<file path="src/rtl/fp_pkg.sv">
// fp_pkg: shared classes, flag indices and format constants for the fp multiplier
// Contents: operand class enum, FLAGS bit positions, and constant functions that
// build BIAS, canonical quiet NaN and max-finite magnitude for any EXP_W/MAN_W.
package fp_pkg;

   typedef enum logic [1:0] {CLS_ZERO, CLS_INF, CLS_NAN, CLS_NORM} fp_cls_t;

   localparam int FLG_NV = 3;
   localparam int FLG_OF = 2;
   localparam int FLG_UF = 1;
   localparam int FLG_NX = 0;

   function automatic int fp_bias(input int ew);
      return (1 << (ew - 1)) - 1;
   endfunction

   // {0, all-ones exponent, fraction MSB set}
   function automatic logic [63:0] fp_qnan(input int ew, input int mw);
      return (((64'd1 << ew) - 64'd1) << mw) | (64'd1 << (mw - 1));
   endfunction

   // magnitude bits only: {all-ones minus one exponent, all-ones fraction}
   function automatic logic [63:0] fp_maxfin(input int ew, input int mw);
      return (((64'd1 << ew) - 64'd2) << mw) | ((64'd1 << mw) - 64'd1);
   endfunction

endpackage

</file>
<file path="src/rtl/fpm_sig_mul.sv">
// fpm_sig_mul: combinational unsigned significand multiplier
// Ports:
//   a  in  N    multiplicand
//   b  in  N    multiplier
//   p  out 2N   full-width unsigned product
module fpm_sig_mul #(
   parameter int N = 11
) (
   input  logic [N-1:0]   a,
   input  logic [N-1:0]   b,
   output logic [2*N-1:0] p
);

   assign p = (2*N)'(a) * (2*N)'(b);

endmodule

</file>
<file path="src/rtl/fp_mult_pipe.sv">
// fp_mult_pipe: 3-stage pipelined floating-point multiplier with valid/ready flow control
// Ports:
//   CLK        in   1   clock
//   RESET      in   1   synchronous active-high reset
//   IN_VALID   in   1   operand pair valid
//   IN_READY   out  1   operands accepted this cycle
//   A, B       in   W   operands {sign, exp, frac}
//   RND        in   1   0 = round-nearest-even, 1 = round-toward-zero
//   OUT_VALID  out  1   result valid
//   OUT_READY  in   1   downstream accepts result
//   OUT        out  W   product
//   FLAGS      out  4   {NV, OF, UF, NX}
module fp_mult_pipe
   import fp_pkg::*;
#(
   parameter int EXP_W = 5,
   parameter int MAN_W = 10
) (
   input  logic                     CLK,
   input  logic                     RESET,
   input  logic                     IN_VALID,
   output logic                     IN_READY,
   input  logic [EXP_W+MAN_W:0]     A,
   input  logic [EXP_W+MAN_W:0]     B,
   input  logic                     RND,
   output logic                     OUT_VALID,
   input  logic                     OUT_READY,
   output logic [EXP_W+MAN_W:0]     OUT,
   output logic [3:0]               FLAGS
);

   localparam int W   = 1 + EXP_W + MAN_W;
   localparam int EW2 = EXP_W + 2;
   localparam int PW  = 2 * MAN_W + 2;
   localparam int BIAS = fp_bias(EXP_W);
   localparam logic [W-1:0] QNAN = W'(fp_qnan(EXP_W, MAN_W));
   localparam logic [W-2:0] MAXFIN = (W-1)'(fp_maxfin(EXP_W, MAN_W));
   localparam logic signed [EW2-1:0] EMAX = EW2'((1 << EXP_W) - 1);

   function automatic fp_cls_t classify(input logic [EXP_W-1:0] e, input logic [MAN_W-1:0] f);
      return (e == '0) ? CLS_ZERO : (&e) ? ((f == '0) ? CLS_INF : CLS_NAN) : CLS_NORM;
   endfunction

   logic adv;
   logic v1, v2;
   logic [EXP_W-1:0] ea, eb;
   logic [MAN_W-1:0] fa, fb;
   fp_cls_t ca, cb;
   logic s1_sign, s1_rnd, s1_snan;
   logic signed [EW2-1:0] s1_e;
   fp_cls_t s1_ca, s1_cb;
   logic [MAN_W:0] s1_ma, s1_mb;
   logic s2_sign, s2_rnd, s2_snan;
   logic signed [EW2-1:0] s2_e;
   fp_cls_t s2_ca, s2_cb;
   logic [PW-1:0] prod, s2_prod;
   logic [PW-2:0] q;
   logic [MAN_W-1:0] frac, frac_r;
   logic guard, sticky, inc, carry, inf_zero;
   logic signed [EW2-1:0] e_fin;
   logic [W-1:0] res;
   logic [3:0] flg;

   // the whole pipe moves whenever the output register is free or being drained
   assign adv = !OUT_VALID | OUT_READY;
   assign IN_READY = adv;

   assign ea = A[W-2 -: EXP_W];
   assign eb = B[W-2 -: EXP_W];
   assign fa = A[MAN_W-1:0];
   assign fb = B[MAN_W-1:0];
   assign ca = classify(ea, fa);
   assign cb = classify(eb, fb);

   fpm_sig_mul #(.N(MAN_W + 1)) u_mul (.a(s1_ma), .b(s1_mb), .p(prod));

   always_ff @(posedge CLK) begin
      if (adv) begin
         s1_sign <= A[W-1] ^ B[W-1];
         s1_e    <= EW2'(ea) + EW2'(eb) - EW2'(BIAS);
         s1_ca   <= ca;
         s1_cb   <= cb;
         s1_ma   <= {1'b1, fa};
         s1_mb   <= {1'b1, fb};
         s1_rnd  <= RND;
         s1_snan <= (ca == CLS_NAN && !fa[MAN_W-1]) || (cb == CLS_NAN && !fb[MAN_W-1]);
         s2_sign <= s1_sign;
         s2_e    <= s1_e;
         s2_ca   <= s1_ca;
         s2_cb   <= s1_cb;
         s2_prod <= prod;
         s2_rnd  <= s1_rnd;
         s2_snan <= s1_snan;
      end
   end

   // normalise so the leading one sits just above q[PW-2]; then frac, guard, sticky follow
   always_comb begin
      q = s2_prod[PW-1] ? s2_prod[PW-2:0] : {s2_prod[PW-3:0], 1'b0};
      frac = q[PW-2 -: MAN_W];
      guard = q[MAN_W];
      sticky = |q[MAN_W-1:0];
      inc = !s2_rnd & guard & (sticky | frac[0]);
      {carry, frac_r} = {1'b0, frac} + (MAN_W+1)'(inc);
      e_fin = s2_e + EW2'(s2_prod[PW-1]) + EW2'(carry);
   end

   always_comb begin
      inf_zero = (s2_ca == CLS_INF && s2_cb == CLS_ZERO) || (s2_ca == CLS_ZERO && s2_cb == CLS_INF);
      res = {s2_sign, e_fin[EXP_W-1:0], frac_r};
      flg = '0;
      flg[FLG_NX] = guard | sticky;
      if (s2_ca == CLS_NAN || s2_cb == CLS_NAN || inf_zero) begin
         res = QNAN;
         flg = '0;
         flg[FLG_NV] = s2_snan | inf_zero;
      end else if (s2_ca == CLS_INF || s2_cb == CLS_INF) begin
         res = {s2_sign, {EXP_W{1'b1}}, {MAN_W{1'b0}}};
         flg = '0;
      end else if (s2_ca == CLS_ZERO || s2_cb == CLS_ZERO) begin
         res = {s2_sign, {(W-1){1'b0}}};
         flg = '0;
      end else if (e_fin >= EMAX) begin
         res = s2_rnd ? {s2_sign, MAXFIN} : {s2_sign, {EXP_W{1'b1}}, {MAN_W{1'b0}}};
         flg[FLG_OF] = 1'b1;
         flg[FLG_NX] = 1'b1;
      end else if (e_fin <= 0) begin
         res = {s2_sign, {(W-1){1'b0}}};
         flg[FLG_UF] = 1'b1;
         flg[FLG_NX] = 1'b1;
      end
   end

   always_ff @(posedge CLK) begin
      if (RESET) begin
         v1        <= 1'b0;
         v2        <= 1'b0;
         OUT_VALID <= 1'b0;
         OUT       <= '0;
         FLAGS     <= '0;
      end else if (adv) begin
         v1        <= IN_VALID;
         v2        <= v1;
         OUT_VALID <= v2;
         OUT       <= res;
         FLAGS     <= flg;
      end
   end

endmodule

</file>
<file path="config.mk">
export PLATFORM = sky130hd
export DESIGN_NAME = fp_mult_pipe
export DESIGN_NICKNAME = d
export VERILOG_FILES = /design/src/rtl/fp_pkg.sv /design/src/rtl/fpm_sig_mul.sv /design/src/rtl/fp_mult_pipe.sv
export SDC_FILE = /design/constraint.sdc
export NUM_CORES = 1
export LEC_CHECK = 0
export ABC_CLOCK_PERIOD_IN_PS = 5700
export CAP_MARGIN = 20
export CORE_ASPECT_RATIO = 0.7
export CORE_MARGIN = 4
export CORE_UTILIZATION = 35
export CTS_CLUSTER_SIZE = 28
export DETAILED_ROUTE_END_ITERATION = 10
export DONT_BUFFER_PORTS = 1
export HOLD_SLACK_MARGIN = 0.05
export MAX_ROUTING_LAYER = met4
export PLACE_DENSITY = 0.58
export SKIP_LAST_GASP = 1
export SYNTH_ARGS = -nofsm -noshare
export SYNTH_HDL_FRONTEND = slang
export SYNTH_SLANG_ARGS = --single-unit
</file>
<file path="constraint.sdc">
create_clock -name CLK -period 5.7 [get_ports CLK]
set_input_delay 0.855 -clock CLK [delete_from_list [all_inputs] [get_ports CLK]]
set_output_delay 0.855 -clock CLK [all_outputs]
set_load 0.02 [all_outputs]
</file>
==> results.toml <==
[synth]
ys_seq_elements = 93
synth_area_per_cell_um2 = 9.974
synthFlopType = "edfxtp_1"
netlist_instances = 799
syn-num-nets = 988
synth-async-reset-ratio_pct = 0
synth-edff-count = 70
synth_cell_types = 56
yosys_warnings = 0
yosys-top-cells-area = "edfxtp_1 26%, fa_1 21%, ha_1 11%, inv_1 6.6%, dfxtp_1 5.8%"
synth_area_mm2 = 0.007969
yosysTopAreaCell = "edfxtp_1"
yosysTopAreaCellShare_pct = 26.38
ys_seq_area_share_pct = 32.16

[final_layout]
final_area_mm2 = 0.008519
final_cells = 1095
drive_above_1_share_pct = 3.291
nNetsFinal = 974
area_growth_pct = 6.908
fin_util_pct = 38.70
num_antenna_cells = 0

[placement]
dpl_cell_area_mm2 = 0.008259
io_buffers = 0
gp_congestion = 0.8770
post-dp-hpwl_um = 13920
dp_worst_setup_slack_ps = 301.2
placedCellCount = 1079

[route]
avgViaCountPerCell = 4.789
final_antenna_net_count = 0
drtIter0Drc = 299
dr.pass1.iters = 5
drc = 0
wire_per_inst_um = 15.55
wirelength_um = 17030
vias = 5244

[sta]
layout_setup_ws_ps = 322.6
final-max-slew-violation-count = 0
fin_skew_ps = 8.343
period_needed_ps = 5377
max_slew_margin_pct = 43.87
fin_crit_sh_pct = 94.34
max_freq_mhz = 186.0
rsz0062_at_grt = "no"
whs_ps = 417.1
tightest_slew_ps = 841.9
hold_viol = 0
tns_ps = 0
setup_viol = 0

[power]
p_seq_share_pct = 29.1
power_mw = 4.237
clkPwrFrac_pct = 12.8
ir_drop_mv = 0.3026
combPwrFrac_pct = 58.1
p_leak_nw = 3.882
power_density_mw_per_mm2 = 497.3
internal-power_mw = 2.399
switching_share_pct = 43.37
p_sw_mw = 1.838

[grt]
grt_pass1_vias = 5063
gr-total-overflow = 0
grt_pass1_wl_um = 27810
grt_max_degree = 45
antenna_found_initial = 0
grt_usage_pct = 14.26

[setup_path]
required_ps = 5800
start_kind = "flip-flop"
worst-path-max-fanout = 8
path_buf_inv = 5
path_delay_family = "adder cells"
slowest_stage = "fa_1"
critPathMaxStageDelay_ps = 550
endpoint_kind = "flip-flop"
r2r_start = "s1_ma[1]"
cp_cell_sequence = "inv_1 > nor2_1 > fa_1 > inv_1 > fa_1 > inv_1 > fa_1 > fa_1 > inv_1 > fa_1 > inv_1 > ha_1 > a21oi_1 > o21ai_0 > or2_2 > o2111a_1 > a211oi_1 > xnor2_1"
crit_arrival_ps = 5480
crit_path_start = "s1_ma[1]"
criticalPathCategory = "flip-flop to flip-flop"

[cts]
cts_root_buf = "clkbuf_16"
worstSkewPairLatency_ps = 350
cts_buffers = 9
htreeDepth = 3
post_cts_buffers = 0
cts_buffer_depth = 2
tritoncts = "yes"
hold_buffers = 0
clkTransAtPathRegs_ps = 70
cts.sinks = 93
cts_resized = 0

[floorplanning]
start_util_pct = 36.20
die-height_um = 134.2
dieArea_mm2 = 0.02529
num_rows = 45
pin_count = 59
core_area_mm2 = 0.02201
die_w_um = 188.4

[run]
cap_violations = 0

[hold_path]
worstHoldStart = "s1_e[6]"
min_path_type = "flip-flop to flip-flop"

[status]
outcome = "complete, no violations"
==> layout by cell type, fill, tap and decap left out, drive strengths merged, types with 5 or more instances in the layout <==
cell,instances
inv,140
xor2,21
a21oi,33
and2,36
a21o,6
nor2,42
nor3,11
dfxtp,23
mux2i,8
fa,82
a22oi,5
a311oi,6
nand2,100
clkbuf,12
ha,70
nor4,7
xnor2,19
and3,5
nand3,10
edfxtp,70
o21ai,15
or4,7
==> metal layers <==
| layer | routed length [um] | track usage [%] | share of wire, % |
|---|---|---|---|
| met5 | 0 | - | 0 |
| met4 | 133 | 2.549 | 0.78 |
| met1 | 9381 | 23.15 | 55 |
| met3 | 1380 | 4.579 | 8.1 |
| met2 | 6132 | 16.69 | 36 |
==> path summary, 6_finish.rpt <==
path / endpoint / cells past startpoint / slack (ps)
setup / recovery: s2_prod[19] / 18 / 320
hold / removal: s2_e[6] / 0 / 420
setup reg to reg: s2_prod[19] / 18 / 320
hold reg to reg: s2_e[6] / 0 / 420
==> power by group through the flow <==
stage          clock network (mW)  logic, mW  registers [mW]
2_1_floorplan                   0       1.99            1.16
3_3_place_gp                    0       2.45            1.25
3_5_place_dp                    0       2.45            1.25
4_1_cts                     0.556       2.48            1.24
5_1_grt                     0.581       2.84            1.26
6_report                    0.542       2.46            1.23
==> flip-flops by register name, summed over array words and instances (netlist names), 4 cells and up <==
| name | cells |
|---|---|
| FLAGS | 4 |
| s2_prod | 22 |
| s1_mb | 10 |
| s2_e | 7 |
| s1_ma | 10 |
| s1_e | 7 |
| OUT | 16 |
==> cell families (layout without fill, tap and decap cells) <==
| logic type | after synthesis | in the layout | share of synthesized area [%] |
|---|---|---|---|
| AOI/OAI and AO/OA | 95 | 95 | 7.992 |
| xor gates and xnor gates | 40 | 40 | 4.396 |
| adders and majority gates | 152 | 152 | 31.59 |
| buffers and inverters | 168 | 159 | 8.039 |
| DFF | 93 | 93 | 32.16 |
| muxes | 11 | 11 | 1.429 |
| and+or+nand+nor | 240 | 240 | 14.40 |
==> synth_stat cells, drive strengths merged (2+ instances only) <==
cell     instances
a21oi           33
o21bai           2
nor4             7
nor3            11
nand4            3
o21a             2
xor2            21
inv            140
a211oi           3
dfxtp           23
and2            36
o22ai            2
nand2          100
nor2b            3
xnor2           19
a221o            4
and4             2
or4              7
buf              4
o41ai            2
edfxtp          70
o2111ai          2
mux2             3
o211ai           2
fa              82
o221a            2
a22oi            5
a31oi            3
a311oi           6
ha              70
clkbuf          24
nor2            42
mux2i            8
a2111o           2
nand3           10
nand2b           4
and3b            2
o21ai           15
or2              3
a21o             6
and3             5
==> cell type report <==
type                            instances  area [um^2]
Fill cell                            2178        13500
Tap cell                              305        381.6
Multi-Input combinational cell        538         4766
Timing Repair Buffer                    3        22.52
Sequential cell                        93         2562
Clock buffer                           12        236.5
Inverter                              140        526.8
Clock inverter                          4        23.77
No activity file was read; power rests on OpenSTA's default activity.
